--- src/rtl/instr_sequencer.sv ---
// Multi-cycle fetch/decode/execute sequencer that owns the PC and IR and steers a 16-register ALU datapath.
// Each instruction takes 3 cycles at zero wait. FETCH and MEM hold the request until mem_ack; HALT is left only by reset.
module instr_sequencer #(
    parameter int unsigned       ADDR_W   = 16,
    parameter logic [ADDR_W-1:0] RESET_PC = '0
) (
    input  logic              clk,
    input  logic              reset_n,
    output logic              mem_req,
    output logic              mem_we,
    output logic [ADDR_W-1:0] mem_addr,
    output logic [15:0]       mem_wdata,
    input  logic [15:0]       mem_rdata,
    input  logic              mem_ack,
    input  logic [15:0]       rs1_data,
    input  logic [15:0]       rs2_data,
    input  logic              flag_z,
    output logic              sel_imm,
    output logic [15:0]       imm,
    output logic [3:0]        alu_op,
    output logic [3:0]        sel1,
    output logic [3:0]        sel2,
    output logic [4:0]        reg_en,
    output logic              wb_sel,
    output logic [ADDR_W-1:0] pc,
    output logic [15:0]       ir,
    output logic              halted
);

    typedef enum logic [2:0] {
        S_START,
        S_FETCH,
        S_DECODE,
        S_EXEC,
        S_MEM,
        S_HALT
    } state_t;

    localparam logic [3:0] OP_RTYPE  = 4'h0;
    localparam logic [3:0] OP_ADDI   = 4'h1;
    localparam logic [3:0] OP_MOVI   = 4'h2;
    localparam logic [3:0] OP_CMPI   = 4'h3;
    localparam logic [3:0] OP_MEM    = 4'h4;
    localparam logic [3:0] OP_BCC    = 4'hC;
    localparam logic [3:0] OP_HALT   = 4'hF;

    localparam logic [3:0] ALU_ADD   = 4'h5;
    localparam logic [3:0] ALU_CMP   = 4'hB;
    localparam logic [3:0] ALU_MOV   = 4'hD;

    localparam logic [3:0] MEM_LOAD  = 4'h0;
    localparam logic [3:0] MEM_STOR  = 4'h4;

    localparam logic [3:0] COND_Z    = 4'h0;
    localparam logic [3:0] COND_NZ   = 4'h1;
    localparam logic [3:0] COND_AL   = 4'hE;

    state_t            state_q, state_d;
    logic [ADDR_W-1:0] pc_q, pc_d;
    logic [15:0]       ir_q, ir_d;

    logic [3:0]        opcode;
    logic [3:0]        rd_f;
    logic [3:0]        fn_f;
    logic [3:0]        rs_f;
    logic [ADDR_W-1:0] imm_ext;
    logic [ADDR_W-1:0] pc_inc;
    logic [ADDR_W-1:0] rs2_addr;
    logic              br_taken;
    logic              mem_op_ok;

    assign opcode   = ir_q[15:12];
    assign rd_f     = ir_q[11:8];
    assign fn_f     = ir_q[7:4];
    assign rs_f     = ir_q[3:0];
    assign imm_ext  = {{(ADDR_W-8){ir_q[7]}}, ir_q[7:0]};
    assign pc_inc   = pc_q + ADDR_W'(1);
    assign rs2_addr = ADDR_W'(rs2_data);
    assign mem_op_ok = (fn_f == MEM_LOAD) || (fn_f == MEM_STOR);

    assign imm       = {{8{ir_q[7]}}, ir_q[7:0]};
    assign mem_wdata = rs1_data;
    assign pc        = pc_q;
    assign ir        = ir_q;

    // flag_z is already registered in the datapath, so it reflects the last ALU op.
    always_comb begin
        br_taken = 1'b0;
        case (rd_f)
            COND_Z:  br_taken = flag_z;
            COND_NZ: br_taken = ~flag_z;
            COND_AL: br_taken = 1'b1;
            default: br_taken = 1'b0;
        endcase
    end

    always_comb begin
        state_d  = state_q;
        pc_d     = pc_q;
        ir_d     = ir_q;
        mem_req  = 1'b0;
        mem_we   = 1'b0;
        mem_addr = pc_q;
        sel_imm  = 1'b0;
        alu_op   = 4'h0;
        sel1     = 4'h0;
        sel2     = 4'h0;
        reg_en   = 5'b0;
        wb_sel   = 1'b0;
        halted   = 1'b0;

        case (state_q)
            S_START: begin
                state_d = S_FETCH;
            end

            S_FETCH: begin
                mem_req = 1'b1;
                if (mem_ack) begin
                    ir_d    = mem_rdata;
                    state_d = S_DECODE;
                end
            end

            S_DECODE: begin
                case (opcode)
                    OP_MEM:  state_d = S_MEM;
                    OP_HALT: state_d = S_HALT;
                    default: state_d = S_EXEC;
                endcase
            end

            S_EXEC: begin
                pc_d    = pc_inc;
                state_d = S_FETCH;
                case (opcode)
                    OP_RTYPE: begin
                        alu_op = fn_f;
                        sel1   = rd_f;
                        sel2   = rs_f;
                        reg_en = {fn_f != ALU_CMP, rd_f};
                    end
                    OP_ADDI: begin
                        alu_op  = ALU_ADD;
                        sel1    = rd_f;
                        sel_imm = 1'b1;
                        reg_en  = {1'b1, rd_f};
                    end
                    OP_MOVI: begin
                        alu_op  = ALU_MOV;
                        sel_imm = 1'b1;
                        reg_en  = {1'b1, rd_f};
                    end
                    OP_CMPI: begin
                        alu_op  = ALU_CMP;
                        sel1    = rd_f;
                        sel_imm = 1'b1;
                    end
                    OP_BCC: begin
                        if (br_taken) begin
                            pc_d = pc_q + imm_ext;
                        end
                    end
                    default: ;
                endcase
            end

            S_MEM: begin
                sel1     = rd_f;
                sel2     = rs_f;
                mem_addr = rs2_addr;
                case (fn_f)
                    MEM_LOAD: begin
                        mem_req = 1'b1;
                        wb_sel  = 1'b1;
                        // Write strobe only in the ack cycle so mem_rdata is valid at the regfile.
                        if (mem_ack) begin
                            reg_en = {1'b1, rd_f};
                        end
                    end
                    MEM_STOR: begin
                        mem_req = 1'b1;
                        mem_we  = 1'b1;
                    end
                    default: ;
                endcase
                if (!mem_op_ok || mem_ack) begin
                    pc_d    = pc_inc;
                    state_d = S_FETCH;
                end
            end

            S_HALT: begin
                halted = 1'b1;
            end

            default: begin
                state_d = S_START;
            end
        endcase
    end

    always_ff @(posedge clk or negedge reset_n) begin
        if (!reset_n) begin
            state_q <= S_START;
            pc_q    <= RESET_PC;
            ir_q    <= '0;
        end else begin
            state_q <= state_d;
            pc_q    <= pc_d;
            ir_q    <= ir_d;
        end
    end

endmodule
--- config.mk ---
export PLATFORM = sky130hd
export DESIGN_NAME = instr_sequencer
export DESIGN_NICKNAME = d
export VERILOG_FILES = /design/src/rtl/instr_sequencer.sv
export SDC_FILE = /design/constraint.sdc
export NUM_CORES = 1
export LEC_CHECK = 0
export BUFFER_PORTS_ARGS = -buffer_cell sky130_fd_sc_hd__buf_2
export CAP_MARGIN = 10
export CORE_AREA = 2 2 87 89
export CTS_BUF_LIST = sky130_fd_sc_hd__clkbuf_4 sky130_fd_sc_hd__clkbuf_8 sky130_fd_sc_hd__clkbuf_16
export CTS_CLUSTER_DIAMETER = 40
export DETAILED_ROUTE_END_ITERATION = 6
export DIE_AREA = 0 0 89 91
export HOLD_SLACK_MARGIN = 0.02
export PLACE_DENSITY = 0.84
export SYNTH_ARGS = -nofsm -noshare
export SYNTH_HDL_FRONTEND = slang
export SYNTH_SLANG_ARGS = --single-unit
--- constraint.sdc ---
create_clock -name clk -period 3.4 [get_ports clk]
set_input_delay 0.34 -clock clk [delete_from_list [all_inputs] [get_ports clk]]
set_output_delay 0.34 -clock clk [all_outputs]
set_load 0.01 [all_outputs]
==> results.txt, run 1 <==
outcome: completed
Initial Util: 44.27%
Remaining DRCs: 0
post-synthesis register bit count: 35
number of antenna diodes: 0
YS warnings: 0
max-slew violations: 0
# hold bufs at CTS: 0
Worst-Margin Slew: 0.8444 ns
static leakage: 0.001786 uW
Clock Path Buffers: 2
initial antenna violation count: 0
routed vias: 3349
Post-synth EDFFs: 0
Max Cap Violations: 0
GPL Wtd Cong: 0.8976
vias in the first global route: 3177
post-route ant nets: 0
Die H: 91 um
# setup viols final: 0
H-Tree Depth: 2
Worst Skew: 0.008906 ns
type of the most critical hold path: in2async
first-pass GRT wire length: 14970 um
Root Driver: clkbuf_8
DP Wirelength: 6761 um
Fillers: 706
VDD IR max: 0.5087 mV
cell taking the most area after synthesis: dfrtp_1
Sink Count: 35
layout cells sized above 1: 32.16%
Pwr Density: 1033 mW/mm^2
Fmax achieved: 355.3 MHz
Area growth, synth to finish: 17.50%
largest net degree at the start of global routing: 36
Fin. Hold Viols: 0
syn nets: 471
Die Wd: 89 um
WP data arrival: 3.02 ns
Post-Synthesis Cells: 402
CTS resizes: 0
RSZ-0062 raised after global routing: no
kind of critical path: reg2reg
hold slack: 0.1178 ns
Routed WL per cell: 15.66 um
synthesized area: 0.003159 sq mm
row count: 31
Synth Flop Type: dfrtp_1
die area: 0.008099 sq mm
FF-to-FF setup slack: 0.59 ns
count of cell types in the netlist: 54
TritonCTS Buffers: 5
sequential area share after synthesis: 27.72%
core area: 0.007137 sq mm
global route overflow: 0
worst skew pair latency: 0.30 ns
Detailed Routing Iterations Pass 1: 5
minimum clock period: 2.815 ns
I/O Buffers: 121
Critical Path RT: 3.60 ns
Post-Route WL: 9145 um
DR vias/cell: 5.735
R2R depth: 9
CP Max Fanout: 9
R2R Path Start: pc[0]
period utilisation layout: 82.78%
initial DRC count: 247
Critical Path Source Type: register
max_slew headroom: 43.71%
Worst Setup End Kind: register
CTS tree: yes
Area contributors post-synth: dfrtp_1, nand2_1, buf_4, ha_1, a21oi_1
fin nets: 553
setup_tns: 0 ns
r2r endpoint: pc[12]
Setup Buffers After CTS: 0
asr flop ratio synth: 100.0%
Top Ports: 154
Worst-path clk slew: 0.08 ns
GRT Total Usage: 22.67%
share of the synthesized area in the top cell type: 27.72%
syn avg cell area: 7.859 sq um
## per-stage QoR
stage / power [uW] / setup WS [ns] / std cells / utilization, % / instance area, sq um
2_1_floorplan: 2755 / 0.9373 / 402 / - / 3159
3_3_place_gp: 3314 / 0.8034 / 576 / 50.44 / 3600
3_5_place_dp: 3398 / 0.6722 / 576 / 50.44 / 3600
4_1_cts: 3805 / 0.6283 / 584 / 52.02 / 3712
5_1_grt: 4158 / 0.3317 / 584 / 52.02 / 3712
6_report: 3834 / 0.5853 / 584 / 52.02 / 3712
## worst max-delay path: stages (launching register included)
cell and delay (ns):
dfrtp_1 0.48, ha_1 0.27, fa_1 0.44, a211oi_1 0.28
o21ai_0 0.22, o2111ai_1 0.29, a21boi_0 0.17, a21boi_0 0.25
xor2_1 0.10, a211oi_1 0.23
## report_power, final
group | internal (uW) | switching (uW) | total, uW
logic | 1070 | 1370 | 2450
registers | 600 | 402 | 1000
clock network | 218 | 166 | 384
## worst max path at each step
stage | from | to | slack (ns)
6_report | pc[0] | pc[12] | 0.59
5_1_grt | pc[0] | pc[12] | 0.33
2_1_floorplan | pc[0] | pc[12] | 0.94
4_1_cts | pc[0] | pc[12] | 0.63
3_3_place_gp | pc[0] | pc[12] | 0.80
3_5_place_dp | pc[0] | pc[12] | 0.67
## cell usage in the layout (no fill, tap or decap), types with 6 or more instances in the layout
| master | instances |
|---|---|
| buf_2 | 121 |
| nand2_1 | 71 |
| a21oi_1 | 37 |
| dfrtp_1 | 35 |
| o21ai_0 | 24 |
| nor2_1 | 22 |
| ha_1 | 16 |
| mux2_2 | 15 |
| nand3_1 | 12 |
| and2_1 | 10 |
| nor2b_1 | 8 |
| nor3_1 | 8 |
| xor2_1 | 8 |
| nand4_1 | 7 |
| and3_1 | 6 |
| nand3b_1 | 6 |
| a211oi_1 | 6 |
| a31oi_1 | 6 |
## layout make-up
class / count / area, sq um / area share, %
multi-input combinational: 313 / 1946 / 52.41
sequential: 35 / 875.8 / 23.59
timing repair buffer: 126 / 643.1 / 17.32
tap: 99 / 123.9 / 3.337
clock buffer: 5 / 68.82 / 1.854
clock inverter: 3 / 43.79 / 1.180
inverter: 3 / 11.26 / 0.3033
## flip-flops by register name (all words and copies together), names as in the netlist
signal   flops
state_q      3
pc          16
ir          16
## cells in the mapped netlist (2+ instances only)
cell type	number
dfrtp_1	35
o21ai_0	24
a211oi_1	6
and2_1	10
o22ai_1	4
and3_1	6
nand3_1	12
clkbuf_1	11
mux2_2	15
nor2_1	22
buf_6	2
nand2b_1	4
a21boi_0	2
buf_4	32
o211ai_1	2
xor2_1	8
and4_1	2
xnor2_1	5
nor3_1	8
nor2b_1	8
inv_1	3
o21bai_1	2
buf_1	2
buf_2	3
nand3b_1	6
nand4_1	7
a31oi_1	6
nand2_1	71
nor4_1	3
a21oi_1	37
ha_1	16
nor3b_1	3
a21o_1	4
## metal layers
layer	wire length [um]	up-vias	global-route usage, %
met1	3689	1589	29.82
li1	-	1567	-
met2	4649	160	37.62
met3	582	33	3.455
met4	223	0	7.463
met5	0	-	0
## kinds of logic (layout without fill, tap and decap cells)
group	after synthesis	after routing	share of synthesized area (%)
xor gates and xnor gates	13	13	3.604
buffers and inverters	54	137	10.85
DFF	35	35	27.72
adders and majority gates	17	17	6.970
and+or+nand+nor	170	170	26.93
muxes	15	15	5.346
AOI/OAI and AO/OA	98	98	18.57
Power figures use the tool's default switching activity.
==> run 2: changes to the inputs <==
--- a/config.mk
+++ b/config.mk
@@ -7,11 +7,11 @@
 export LEC_CHECK = 0
 export BUFFER_PORTS_ARGS = -buffer_cell sky130_fd_sc_hd__buf_2
 export CAP_MARGIN = 10
-export CORE_AREA = 2 2 87 89
+export CORE_AREA = 2 2 89 91
 export CTS_BUF_LIST = sky130_fd_sc_hd__clkbuf_4 sky130_fd_sc_hd__clkbuf_8 sky130_fd_sc_hd__clkbuf_16
 export CTS_CLUSTER_DIAMETER = 40
 export DETAILED_ROUTE_END_ITERATION = 6
-export DIE_AREA = 0 0 89 91
+export DIE_AREA = 0 0 91 93
 export HOLD_SLACK_MARGIN = 0.02
 export PLACE_DENSITY = 0.84
 export SYNTH_ARGS = -nofsm -noshare
==> constraint.sdc (replaced) <==
create_clock -name clk -period 2.3 [get_ports clk]
set_input_delay 0.23 -clock clk [delete_from_list [all_inputs] [get_ports clk]]
set_output_delay 0.23 -clock clk [all_outputs]
set_load 0.01 [all_outputs]
==> run 2 against run 1 <==
  * Flip-flop and latch count did not move
  * Combinational power rose by 82%
  * Wire length rose by 9.6%
  * Sequential share of layout area fell by 1.6 points
  * Critical path depth fell by 3
  * Core utilization rose by 1.4 points
  * Via count rose by 4.4%
  * Setup slack got worse by 0.53 ns
  * Final cell count rose by 5.8%
  * First-iteration DRC count rose by 4.0%
  * Clock skew rose by 0.0065 ns
  * Largest power group unchanged
==> results.txt, run 2 (same netlist as run 1, synthesis figures left out) <==
outcome: completed
max_slew headroom: 46.11%
RSZ-0062 raised after global routing: yes
# setup viols final: 0
Die H: 93 um
Critical Path RT: 2.07 ns
commonest non-fill, non-tap cell in the layout: buf_2
r2r endpoint: pc[14]
first-pass GRT wire length: 15510 um
Worst Setup End Kind: output port
period utilisation layout: 97.54%
TritonCTS Buffers: 5
Worst-path clk slew: 0.09 ns
largest net degree at the start of global routing: 36
max-slew violations: 0
DP Wirelength: 7235 um
CTS tree: yes
DR vias/cell: 5.655
Root Driver: clkbuf_8
Top Ports: 154
fin nets: 584
die area: 0.008463 sq mm
R2R depth: 9
core area: 0.007527 sq mm
global route overflow: 0
Post-Route WL: 10020 um
R2R Path Start: pc[0]
VDD IR max: 1.015 mV
Routed WL per cell: 16.22 um
CP max stage delay: 0.52 ns
GPL Wtd Cong: 0.9242
GRT Total Usage: 22.38%
Sink Count: 35
Worst-Margin Slew: 0.8083 ns
I/O Buffers: 121
Top cell by count, worst path: nand2b_4
fin area: 0.004019 sq mm
CP Max Fanout: 4
Tot Pwr: 6247 uW
Area growth, synth to finish: 27.21%
H-Tree Depth: 2
layout cells sized above 1: 40.31%
Worst Skew: 0.01539 ns
static leakage: 0.001941 uW
kind of critical path: reg2out
initial antenna violation count: 0
routed vias: 3495
Multi-input gate area: 0.002024 sq mm
type of the most critical hold path: in2async
Fmax achieved: 445.7 MHz
Detailed Routing Iterations Pass 1: 5
post-route ant nets: 0
Critical Path Source Type: register
Die Wd: 91 um
vias in the first global route: 3297
most frequent cells in the layout: buf_2, nand2_1, a21oi_1
number of antenna diodes: 0
Pwr Density: 1554 mW/mm^2
Fillers: 710
CP cell instances: nand2b_4 -> or4b_4 -> nand2b_4 -> and2_4 -> nor2b_1 -> buf_2
minimum clock period: 2.244 ns
initial DRC count: 257
Fin. Hold Viols: 0
Placed Area: 0.003787 sq mm
Initial Util: 41.97%
FF+latch area: 883.3 sq um
CP max-delay cell: or4b_4
FF-to-FF setup slack: 0.06 ns
worst skew pair latency: 0.30 ns
row count: 32
WP data arrival: 2.01 ns
Max Cap Violations: 0
Clock Path Buffers: 2
Remaining DRCs: 0
# hold bufs at CTS: 0
## run 2: cell count changes in the layout (fill, tap and decap cells not counted), sizes merged
| cell | previous run | this run |
|---|---|---|
| clkinvlp | 0 | 1 |
| buf | 126 | 157 |
| bufinv | 1 | 0 |
| clkinv | 2 | 1 |
| clkbuf | 5 | 6 |
## run 2: worst max-delay path by stage
stage | startpoint | endpoint | slack, ns | depth (start not counted)
final | state_q[2] | reg_en[3] | 0.06 | 6
after global placement | pc[0] | pc[14] | 0.004 | 9
after global routing | pc[0] | pc[14] | -0.04 | 9
after detailed placement | pc[0] | pc[14] | -0.05 | 9
after CTS | pc[0] | pc[14] | 0.008 | 9
after floorplan | pc[0] | pc[14] | 0.009 | 9
## run 2: metrics by stage
| step | hold slack, ns | utilization (%) | setup TNS [ns] | setup slack, ns | std cells |
|---|---|---|---|---|---|
| final | 0.003779 | 53.39 | 0 | 0.05647 | 618 |
| after global routing | 0.07645 | 53.39 | -0.08589 | -0.04100 | 618 |
| after CTS | 0.03971 | 52.31 | 0 | 0.007676 | 614 |
| after detailed placement | 0.3655 | 50.32 | -0.08217 | -0.05415 | 603 |
| after global placement | 0.3559 | 50.32 | 0 | 0.003885 | 603 |
| after floorplan | -0.06559 | - | 0 | 0.008582 | 402 |
## run 2: cell type report
class                      count  share of cell area [%]
clock buffer                   6                   2.055
clock inverter                 2                  0.4047
inverter                       3                  0.2802
multi-input combinational    313                   50.37
sequential                    35                   21.98
tap                          102                   3.176
timing repair buffer         157                   21.73
## run 2: layer usage
metal / up-vias / routed length, um / global-route usage [%]
met4: 0 / 360 / 11.99
met3: 35 / 644 / 2.417
met2: 171 / 5069 / 39.44
met5: - / 0 / 0
li1: 1624 / - / -
met1: 1665 / 3948 / 26.85
## run 2: power breakdown
| part | switching (uW) | internal [uW] |
|---|---|---|
| Clock | 256 | 245 |
| Combinational | 2460 | 1990 |
| Sequential | 397 | 899 |
| Total | 3110 | 3140 |
## run 2: worst max-delay path, delay by kind of cell (launching register included)
family / cells / cell delay (ns)
buf+inv: 1 / 0.15
simple gates: 5 / 1.13
flops: 1 / 0.42
## run 2: repair_timing
item                                    CTS  global route
endpoints found under the setup margin   16            20
setup buffers                             3             4
gates resized for setup                   9            15
pin swaps                                 4            11
==> run 3: changes to the inputs <==
==> constraint.sdc (replaced) <==
create_clock -name clk -period 2.3 [get_ports clk]
set_input_delay 0.69 -clock clk [delete_from_list [all_inputs] [get_ports clk]]
set_output_delay 0.69 -clock clk [all_outputs]
set_load 0.01 [all_outputs]
==> run 3 against run 2 <==
  * Sequential share of layout area fell by 2.7 points
  * Clock skew fell by 0.0027 ns
  * Design area rose by 14%
  * Register-to-register slack got worse by 0.12 ns
  * Critical endpoint is now reg_en[4]
  * Clock-buffer cell count fell by 1
  * Non-clock buffer count rose by 20
  * Maximum frequency fell by 17%
  * Die area did not move
  * Power rose by 15%
  * Setup slack got worse by 0.46 ns
  * The run now ends with negative setup slack left
  * Clock power rose by 21%
  * Hold slack improved by 0.32 ns
==> results.txt, run 3 (same netlist as run 1, synthesis figures left out) <==
die area: 0.008463 sq mm
Fillers: 595
Detailed Routing Iterations Pass 1: 6
GRT met2 Usage: 45.00%
Pwr Density: 1570 mW/mm^2
dpl ws: -0.1721 ns
type of the most critical hold path: in2async
Final WS setup: -0.4006 ns
R2R depth: 8
failing checks: negative setup slack
RSZ-0062 raised after global routing: yes
core area: 0.007527 sq mm
vias in the first global route: 3509
fin nets: 604
Sink Count: 35
Remaining DRCs: 0
# setup viols final: 41
Worst-path clk slew: 0.09 ns
Critical Path RT: 1.61 ns
Max Cap Violations: 0
DR vias/cell: 6.105
TritonCTS Buffers: 5
internal cell power: 3551 uW
Post-Route WL: 12640 um
switch share: 50.45%
placed insts: 614
CTS tree: yes
layout cells sized above 1: 47.95%
fin area: 0.004563 sq mm
initial antenna violation count: 0
Fmax achieved: 370.3 MHz
Routed WL per cell: 19.81 um
CP Max Fanout: 5
H-Tree Depth: 2
CP max-delay cell: or4b_4
period utilisation layout: 117.4%
CP max stage delay: 0.54 ns
static leakage: 0.002171 uW
# hold bufs at CTS: 0
Placed Area: 0.003953 sq mm
GPL Wtd Cong: 0.8834
routed vias: 3895
Root Driver: clkbuf_8
commonest non-fill, non-tap cell in the layout: buf_2
VDD IR max: 0.9283 mV
Die H: 93 um
initial DRC count: 386
Logic pwr share: 73.6%
number of antenna diodes: 0
fin cells: 638
met3 usage: 3.143%
Initial Util: 41.97%
clock network power share: 8.5%
Fin. Hold Viols: 0
outcome: finished, violations left
Top cell by count, worst path: nand2b_4
Top Ports: 154
CP cell instances: nand2b_4 -> or4b_4 -> nand2b_4 -> a41o_1 -> nand2_1 -> buf_2
Area growth, synth to finish: 44.44%
max_slew headroom: 68.40%
first-pass GRT wire length: 17140 um
max-slew violations: 0
GRT Total Usage: 25.10%
kind of critical path: reg2out
Die Wd: 91 um
post-route ant nets: 0
P_sw: 3616 uW
Worst-Margin Slew: 0.4697 ns
row count: 32
Critical Path Source Type: register
grt peak-use layer: met2
Worst Setup End Kind: output port
DP Wirelength: 7385 um
most frequent cells in the layout: buf_2, nand2_1, buf_4
Flop pwr share: 17.9%
minimum clock period: 2.701 ns
Worst Skew: 0.01267 ns
worst skew pair latency: 0.31 ns
WP data arrival: 2.01 ns
global route overflow: 0
grt met1 use: 27.66%
I/O Buffers: 121
largest net degree at the start of global routing: 36
Clock Path Buffers: 2
run 3: cell types whose count changed in the layout (fill, tap and decap cells not counted), moves of 5 or more:
cell     delta
nand2_1     -6
buf_12      +5
buf_6      +11
buf_2       -6
nand2_2     +6
run 3: cell type report:
class	instances	area, sq um	area share, %
Clock inverter	3	47.55	1.042
Timing Repair Buffer	177	1230	26.95
Sequential cell	35	878.3	19.25
Multi-Input combinational cell	313	2200	48.20
Inverter	3	11.26	0.2468
Clock buffer	5	68.82	1.508
Tap cell	102	127.6	2.797
run 3: path summary, 6_finish.rpt:
path | startpoint | end | slack (ns)
worst min-delay path | reset_n | ir[6] | 0.33
worst max-delay path | state_q[2] | reg_en[4] | -0.40
max in group asynchronous | reset_n | pc[8] | 1.77
worst min register to register | pc[3] | pc[3] | 0.63
worst max register to register | ir[7] | pc[10] | -0.06
min in group clk | mem_rdata[1] | ir[1] | 0.61
run 3: layer usage:
layer	vias up	part of all wire [%]
li1	1668	-
met1	1795	35
met2	329	48
met3	103	8.8
met4	0	8.8
met5	-	0
run 3: power groups by stage:
stage	Combinational (uW)	Sequential [uW]	Clock, uW
floorplan	2750	1410	0
global placement	4220	1240	0
detailed placement	4330	1270	0
CTS	4500	1260	595
global route	5600	1310	629
finish	5270	1280	607
run 3: worst max-delay path: cells and delay by family, from the launching register on:
kind                   cells  cell delay, ns
flip-flops                 1            0.40
AND/OR/NAND/NOR            4            0.95
AO/OA/AOI/OAI              1            0.21
buffers and inverters      1            0.14
run 3: through the flow:
stage | hold slack (ns) | util, % | power, uW | setup TNS, ns
after floorplan | 0.3944 | - | 4154 | 0
after global placement | 0.5430 | 52.51 | 5455 | -0.9294
after detailed placement | 0.5746 | 52.51 | 5597 | -1.811
after CTS | 0.3455 | 57.55 | 6362 | -7.069
after global routing | 0.3357 | 60.62 | 7534 | -10.54
final | 0.3285 | 60.62 | 7166 | -8.440
run 3: what timing repair did:
action                                  in CTS  in global routing
endpoints found under the setup margin      38                 46
gates resized for setup                     30                 43
pin swaps                                    9                 10
gates cloned                                 3                  0
buffers inserted                             9                  5
